<file path="src/rtl/shift_operand_stage_if.sv">
// shift_operand_stage_if: operand beat in, shifter operands out.
// Optional SHIFT_CARRY_EN adds carry_in and shifter_carry.
//
// Ports
//   flush                                 sync kill of held beats
//   in_valid/in_ready                     upstream handshake
//   op2_imm, imm8, rot4                   rotated immediate
//   sh_reg, shamt_imm, sh_type_in         shift control
//   rm_data, rs_data                      register operands
//   out_valid/out_ready                   downstream handshake
//   shift_amount, shift_type, rd2         shifter operands
//   carry_in, shifter_carry               only with SHIFT_CARRY_EN
//
// Modports
//   slave  : the stage itself
//   master : the environment that drives it
interface shift_operand_stage_if #(
    parameter int DATA_W = 32
);
    logic              flush;
    logic              in_valid;
    logic              in_ready;
    logic              op2_imm;
    logic [7:0]        imm8;
    logic [3:0]        rot4;
    logic              sh_reg;
    logic [4:0]        shamt_imm;
    logic [1:0]        sh_type_in;
    logic [DATA_W-1:0] rm_data;
    logic [DATA_W-1:0] rs_data;
    logic              out_valid;
    logic              out_ready;
    logic [4:0]        shift_amount;
    logic [1:0]        shift_type;
    logic [DATA_W-1:0] rd2;
`ifdef SHIFT_CARRY_EN
    logic              carry_in;
    logic              shifter_carry;
`endif

    modport slave (
        input  flush,
        input  in_valid,
        input  op2_imm,
        input  imm8,
        input  rot4,
        input  sh_reg,
        input  shamt_imm,
        input  sh_type_in,
        input  rm_data,
        input  rs_data,
        input  out_ready,
`ifdef SHIFT_CARRY_EN
        input  carry_in,
        output shifter_carry,
`endif
        output in_ready,
        output out_valid,
        output shift_amount,
        output shift_type,
        output rd2
    );

    modport master (
        output flush,
        output in_valid,
        output op2_imm,
        output imm8,
        output rot4,
        output sh_reg,
        output shamt_imm,
        output sh_type_in,
        output rm_data,
        output rs_data,
        output out_ready,
`ifdef SHIFT_CARRY_EN
        output carry_in,
        input  shifter_carry,
`endif
        input  in_ready,
        input  out_valid,
        input  shift_amount,
        input  shift_type,
        input  rd2
    );
endinterface

</file>
<file path="src/rtl/shift_operand_stage.sv">
// shift_operand_stage: decodes operand2 into shifter operands.
// Registered, valid/ready, 2-entry skid, sync flush.
//
// Ports
//   clk  : clock, rising edge
//   rst  : asynchronous active-high reset
//   bus  : shift_operand_stage_if.slave (handshake and operands)
//
// Optional feature macro: SHIFT_CARRY_EN
//   defined   : shifter_carry output and carry_in input exist
//   undefined : no carry logic is built
//
// shift_type 2'b11 means pass rd2 through unshifted; every
// case the shifter cannot do is folded into that form here.
module shift_operand_stage #(
    parameter int DATA_W = 32
) (
    input logic                  clk,
    input logic                  rst,
    shift_operand_stage_if.slave bus
);

    localparam logic [1:0] T_LSL  = 2'b00;
    localparam logic [1:0] T_LSR  = 2'b01;
    localparam logic [1:0] T_ASR  = 2'b10;
    localparam logic [1:0] T_ROR  = 2'b11;
    localparam logic [1:0] T_PASS = 2'b11;

    typedef struct packed {
`ifdef SHIFT_CARRY_EN
        logic              c;
`endif
        logic [4:0]        amt;
        logic [1:0]        typ;
        logic [DATA_W-1:0] rd2;
    } beat_t;

    function automatic logic [DATA_W-1:0] ror(
        input logic [DATA_W-1:0] x,
        input logic [4:0]        n
    );
        logic [2*DATA_W-1:0] d;
        d = {x, x} >> n;
        return d[DATA_W-1:0];
    endfunction

    function automatic beat_t rst_beat();
        beat_t b;
        b     = '0;
        b.typ = T_PASS;
        return b;
    endfunction

    beat_t             r_main;
    beat_t             r_skid;
    logic              r_main_v;
    logic              r_skid_v;

    beat_t             w_dec;
    logic [7:0]        w_amt;
    logic              w_big;
    logic [DATA_W-1:0] w_imm_rot;
    logic [DATA_W-1:0] w_rm_rot;
    logic              w_accept;
    logic              w_consume;
    logic              w_in_ready;
    logic              w_unused;

    // Only the low byte of rs selects the amount.
    assign w_unused = ^bus.rs_data[DATA_W-1:8];

    // Effective amount; immediate #0 encodings remapped
    // (LSR/ASR #0 = #32, ROR #0 = ROR #1, LSL #0 = none).
    always_comb begin
        w_amt = 8'd0;
        if (bus.sh_reg) begin
            w_amt = bus.rs_data[7:0];
        end else if (bus.shamt_imm != 5'd0) begin
            w_amt = {3'b000, bus.shamt_imm};
        end else begin
            unique case (bus.sh_type_in)
                T_LSR, T_ASR: w_amt = 8'd32;
                T_ROR:        w_amt = 8'd1;
                default:      w_amt = 8'd0;
            endcase
        end
    end

    assign w_big     = |w_amt[7:5];
    assign w_rm_rot  = ror(bus.rm_data, w_amt[4:0]);
    assign w_imm_rot = ror({{(DATA_W-8){1'b0}}, bus.imm8},
                           {bus.rot4, 1'b0});

`ifdef SHIFT_CARRY_EN
    logic [4:0] w_lsl_idx;
    logic [4:0] w_lsr_idx;

    // Last bit out: LSL by n is rm[32-n], LSR/ASR is rm[n-1].
    assign w_lsl_idx = 5'd0 - w_amt[4:0];
    assign w_lsr_idx = w_amt[4:0] - 5'd1;
`endif

    always_comb begin
        w_dec     = '0;
        w_dec.typ = T_PASS;
        if (bus.op2_imm) begin
            w_dec.rd2 = w_imm_rot;
`ifdef SHIFT_CARRY_EN
            w_dec.c = (bus.rot4 != 4'd0) ? w_imm_rot[DATA_W-1]
                                         : bus.carry_in;
`endif
        end else if (w_amt == 8'd0) begin
            w_dec.rd2 = bus.rm_data;
`ifdef SHIFT_CARRY_EN
            w_dec.c = bus.carry_in;
`endif
        end else if (bus.sh_type_in == T_ROR) begin
            // Rotates are done here; the shifter never sees ROR.
            w_dec.rd2 = w_rm_rot;
`ifdef SHIFT_CARRY_EN
            w_dec.c = w_rm_rot[DATA_W-1];
`endif
        end else if (!w_big) begin
            w_dec.rd2 = bus.rm_data;
            w_dec.amt = w_amt[4:0];
            w_dec.typ = bus.sh_type_in;
`ifdef SHIFT_CARRY_EN
            if (bus.sh_type_in == T_LSL) begin
                w_dec.c = bus.rm_data[w_lsl_idx];
            end else begin
                w_dec.c = bus.rm_data[w_lsr_idx];
            end
`endif
        end else if (bus.sh_type_in == T_ASR) begin
            w_dec.rd2 = {DATA_W{bus.rm_data[DATA_W-1]}};
`ifdef SHIFT_CARRY_EN
            w_dec.c = bus.rm_data[DATA_W-1];
`endif
        end else begin
            w_dec.rd2 = '0;
`ifdef SHIFT_CARRY_EN
            if (w_amt != 8'd32) begin
                w_dec.c = 1'b0;
            end else if (bus.sh_type_in == T_LSL) begin
                w_dec.c = bus.rm_data[0];
            end else begin
                w_dec.c = bus.rm_data[DATA_W-1];
            end
`endif
        end
    end

    // in_ready is the skid register, never out_ready.
    assign w_in_ready = ~r_skid_v & ~rst;
    assign w_accept   = bus.in_valid & w_in_ready;
    assign w_consume  = r_main_v & bus.out_ready;

    always_ff @(posedge clk or posedge rst) begin
        if (rst) begin
            r_main_v <= 1'b0;
            r_skid_v <= 1'b0;
            r_main   <= rst_beat();
            r_skid   <= rst_beat();
        end else if (bus.flush) begin
            r_main_v <= 1'b0;
            r_skid_v <= 1'b0;
        end else if (!r_main_v || w_consume) begin
            if (r_skid_v) begin
                r_main   <= r_skid;
                r_main_v <= 1'b1;
                r_skid_v <= 1'b0;
            end else if (w_accept) begin
                r_main   <= w_dec;
                r_main_v <= 1'b1;
            end else begin
                r_main_v <= 1'b0;
            end
        end else if (w_accept) begin
            r_skid   <= w_dec;
            r_skid_v <= 1'b1;
        end
    end

    assign bus.in_ready     = w_in_ready;
    assign bus.out_valid    = r_main_v;
    assign bus.shift_amount = r_main.amt;
    assign bus.shift_type   = r_main.typ;
    assign bus.rd2          = r_main.rd2;
`ifdef SHIFT_CARRY_EN
    assign bus.shifter_carry = r_main.c;
`endif

endmodule

</file>
<file path="src/flat_wrapper.sv">
// flat-port wrapper written by rule: the top's interface ports become plain ports
module shift_operand_stage_flat 
#(
    parameter int DATA_W = 32
)
  (clk, rst, bus_flush, bus_in_valid, bus_op2_imm, bus_imm8, bus_rot4, bus_sh_reg, bus_shamt_imm, bus_sh_type_in, bus_rm_data, bus_rs_data, bus_out_ready, bus_in_ready, bus_out_valid, bus_shift_amount, bus_shift_type, bus_rd2);
  shift_operand_stage_if #(.DATA_W(DATA_W)) bus_i ();
  input logic clk;
  input logic rst;
  input wire logic [$bits(bus_i.flush)-1:0] bus_flush;
  input wire logic [$bits(bus_i.in_valid)-1:0] bus_in_valid;
  input wire logic [$bits(bus_i.op2_imm)-1:0] bus_op2_imm;
  input wire logic [$bits(bus_i.imm8)-1:0] bus_imm8;
  input wire logic [$bits(bus_i.rot4)-1:0] bus_rot4;
  input wire logic [$bits(bus_i.sh_reg)-1:0] bus_sh_reg;
  input wire logic [$bits(bus_i.shamt_imm)-1:0] bus_shamt_imm;
  input wire logic [$bits(bus_i.sh_type_in)-1:0] bus_sh_type_in;
  input wire logic [$bits(bus_i.rm_data)-1:0] bus_rm_data;
  input wire logic [$bits(bus_i.rs_data)-1:0] bus_rs_data;
  input wire logic [$bits(bus_i.out_ready)-1:0] bus_out_ready;
  output wire logic [$bits(bus_i.in_ready)-1:0] bus_in_ready;
  output wire logic [$bits(bus_i.out_valid)-1:0] bus_out_valid;
  output wire logic [$bits(bus_i.shift_amount)-1:0] bus_shift_amount;
  output wire logic [$bits(bus_i.shift_type)-1:0] bus_shift_type;
  output wire logic [$bits(bus_i.rd2)-1:0] bus_rd2;
  assign bus_i.flush = bus_flush;
  assign bus_i.in_valid = bus_in_valid;
  assign bus_i.op2_imm = bus_op2_imm;
  assign bus_i.imm8 = bus_imm8;
  assign bus_i.rot4 = bus_rot4;
  assign bus_i.sh_reg = bus_sh_reg;
  assign bus_i.shamt_imm = bus_shamt_imm;
  assign bus_i.sh_type_in = bus_sh_type_in;
  assign bus_i.rm_data = bus_rm_data;
  assign bus_i.rs_data = bus_rs_data;
  assign bus_i.out_ready = bus_out_ready;
  assign bus_in_ready = bus_i.in_ready;
  assign bus_out_valid = bus_i.out_valid;
  assign bus_shift_amount = bus_i.shift_amount;
  assign bus_shift_type = bus_i.shift_type;
  assign bus_rd2 = bus_i.rd2;
  shift_operand_stage #(.DATA_W(DATA_W)) u_core (.clk(clk), .rst(rst), .bus(bus_i));
endmodule
</file>
<file path="config.mk">
export PLATFORM = sky130hd
export DESIGN_NAME = shift_operand_stage_flat
export DESIGN_NICKNAME = d
export VERILOG_FILES = /design/src/rtl/shift_operand_stage_if.sv /design/src/rtl/shift_operand_stage.sv /design/src/flat_wrapper.sv
export SDC_FILE = /design/constraint.sdc
export NUM_CORES = 1
export LEC_CHECK = 0
export CAP_MARGIN = 25
export CORE_UTILIZATION = 40
export CTS_BUF_LIST = sky130_fd_sc_hd__clkbuf_4
export DETAILED_ROUTE_END_ITERATION = 6
export DONT_BUFFER_PORTS = 1
export HOLD_SLACK_MARGIN = 0.06
export SYNTH_ARGS = -nofsm -noshare
export SYNTH_HDL_FRONTEND = slang
export SYNTH_SLANG_ARGS = --single-unit
export TNS_END_PERCENT = 10
</file>
<file path="constraint.sdc">
create_clock -name clk -period 6.28 [get_ports clk]
set_clock_uncertainty 0.2 [all_clocks]
set_input_delay 0.942 -clock clk [delete_from_list [all_inputs] [get_ports clk]]
set_output_delay 0.942 -clock clk [all_outputs]
set_load 0.01 [all_outputs]
</file>
==> impl_metrics.tcl <==
set metrics [dict create \
    status "complete, no violations" \
    post_cts_resize_count 0 \
    grt_pass1_wl_mm 38.4 \
    grt_max_degree 81 \
    routed_wirelength_mm 25.1 \
    viasPerCell 6.51 \
    synth_xor_xnor_area_share_pct 0 \
    initial_core_util_pct 41.0 \
    numClockSinks 80 \
    cts_buffers 9 \
    end_kind "flop" \
    yosysTopAreaCellShare_pct 27.9 \
    reg2reg_from "u_core.bus.out_valid" \
    hold_violations 0 \
    final-setup-viol-count 0 \
    relSlewSlack_pct 37.8 \
    grt.busiest_layer "met2" \
    cp.arrival_ns 4.26 \
    htree_levels 3 \
    gr-total-overflow 0 \
    ys_seq_elements 80 \
    synth_top_area_cell "dfrtp_1" \
    die_h_um 132 \
    reg2reg_to "u_core.bus.rd2[2]" \
    layout.nets 885 \
    detail_route.iter0.violations 759 \
    worstPathRequired_ns 6.38 \
    synthTopCellsByArea "dfrtp_1 28%, mux2i_1 12%, nand2_1 5.8%" \
    cts_tree "yes" \
    multiInputGateArea_um2 4450 \
    rows 47 \
    clk_latency_ns 0.44 \
    power.total_mw 1.52 \
    ir_drop_uv 125 \
    max_slew.worst_pin.slew_ns 0.932 \
    die_x_um 132 \
    synth_flop_cell "dfrtp_1" \
    worstSetupStartpoint "bus_sh_type_in[0]" \
    path_class "input port to flop" \
    rrSetupSlack_ns 3.72 \
    layout_common_cells "105 x nand2_1, 79 x mux2i_1, 78 x o21ai_0" \
    ys_seq_area_share_pct 29.5 \
    clock-root-buffer "clkbuf_4" \
    grt_usage_pct 28.9 \
    mostFrequentLayoutCell "nand2_1" \
    period_minus_slack_ns 4.16 \
    powerDensity_nw_per_um2 215 \
    use_met3_pct 4.83 \
    path_max_fanout 38 \
    ys_types 71 \
    tns_ns 0 \
    cts_setup_buffers 0 \
    crit_chain "ha_1 > nand2b_1 > o21ai_4 > buf_4 > or3_1 > nand2_1 > a21o_1 > o21ai_0 > o21ai_0" \
    place_hpwl_mm 18.9 \
    endpoint "u_core.bus.rd2[11]" \
    slew_violations 0 \
    drive_gt1_share_pct 9.52 \
    area_growth_pct 3.73 \
    postRouteAntennaNets 0 \
    portBuffers 0 \
    reg2reg_depth 6 \
    fill_cells 1738 \
    grt_pass1_vias 6261 \
    synthAdderAreaFrac_pct 0.368 \
    synthMuxAreaShare_pct 18.3 \
    clock_path_buffers 2 \
    clkTransAtPathRegs_ns 0.14 \
    postCtsHoldBufs 0 \
    postSynthCellCount 836 \
    cp_slowest_cell "or3_1" \
    max_freq_mhz 241 \
    synthArstFlopShare_pct 100 \
    place.gp.congestion 1.02 \
    io_pins 131 \
    max_cap_viol_count 0 \
    die-area_um2 17500 \
    p_leak_nw 2.99 \
    syn_area_um2 6810 \
    rsz0062_at_grt "no" \
    ff_latch_area_um2 2010 \
    core_area_um2 16600 \
    cpPeakStageDelay_ns 0.69 \
    drc 0 \
    synth_edf_count 0 \
    hold_path.class "input port to asynchronous set/reset pin" \
    drt_pass1_iterations 7 \
    synth_top_family_by_area "compound AO/OA/AOI/OAI gates" \
    period_share_pct 66.2 \
    routedWlPerCell_um 24.6 \
    syn_nets 928 \
    grtUsageMet2_pct 43.8 \
    yosysWarnings 0 \
    final_util_pct 42.6 \
    synth-simple-area-share_pct 18.6 \
    synth-compound-area-share_pct 28.0 \
    fin_hold_ws_ns 0.136 \
    syn_area_per_cell_um2 8.14 \
    grtUsageMet1_pct 40.5 \
    setup.worst_path.start_class "input port" \
    vias 6634 \
    cpMostUsedCell "o21ai_0" \
    antenna_found_initial 0 \
]
cells by family (layout without fill, tap and decap cells):
logic type      after synthesis  in the layout
compound gates              296            296
simple gates                267            267
mux                         111            111
flops                        80             80
buf+inv                      80             42
fa+ha+maj                     2              2
other cells                   0              1
cell usage after synthesis (all sizes together), types with 11 or more instances:
cell,number
and3,19
clkbuf,48
o21ai,81
dfrtp,76
nor2,57
a22oi,21
nand2,105
nand3b,12
buf,21
mux2,22
nor3,18
mux2i,82
a21o,11
nand3,12
a21oi,71
a31oi,18
per-layer routing:
layer | vias to the layer above | wire [um] | part of all wire [%]
met1 | 3199 | 11200 | 44
met4 | 0 | 1140 | 4.6
met5 | - | 0 | 0
met2 | 315 | 10900 | 44
li1 | 3066 | - | -
met3 | 54 | 1870 | 7.5
cell type report:
type / instances / share of cell area [%]
clock inverters: 7 / 1.10
flip-flops and latches: 80 / 28.4
inverters: 11 / 0.603
multi-input cells: 676 / 63.1
clock buffers: 9 / 0.957
well taps: 220 / 3.90
repair buffers: 15 / 1.88
diodes: 1 / 0.0354
sequential cells by signal, indices dropped and copies added, names as in the netlist:
name,cells
u_core.bus.rd2,32
u_core.r_skid,39
u_core.r_skid_v,1
u_core.bus.out_valid,1
u_core.bus.shift_type,2
u_core.bus.shift_amount,5
stage by stage:
stage	area [um^2]	setup WS (ns)	std cells
after global placement	6880	1.73	1001
after floorplan	6810	1.87	836
final	7060	2.12	1019
after CTS	7030	2.23	1017
after detailed placement	6880	1.72	1001
after global routing	7060	1.97	1018
worst min-delay path by stage:
| stage | start | to | slack (ns) | cells past startpoint |
|---|---|---|---|---|
| finish | rst | u_core.r_skid[12] | 0.14 | 2 |
| global route | rst | u_core.bus.rd2[11] | 0.11 | 2 |
| CTS | u_core.r_skid[23] | u_core.r_skid[23] | 0.29 | 2 |
| detailed placement | u_core.r_skid[20] | u_core.r_skid[20] | 0.25 | 2 |
| global placement | u_core.r_skid[28] | u_core.r_skid[28] | 0.25 | 2 |
| floorplan | u_core.r_skid[4] | u_core.r_skid[4] | 0.24 | 2 |
where the power goes:
part	internal, mW	total (mW)	switching (mW)
Combinational	0.194	0.511	0.317
Clock	0.126	0.323	0.197
Sequential	0.605	0.685	0.0799
worst max-delay path, delay by kind of cell:
kind                     cells  cell delay (ns)
AND/OR/NAND/NOR              3             1.33
AO/OA/AOI/OAI                4             1.01
buffers and inverters        1             0.49
adder cells (fa/ha/maj)      1             0.47
Note: power is estimated with default switching activity, not from simulation.
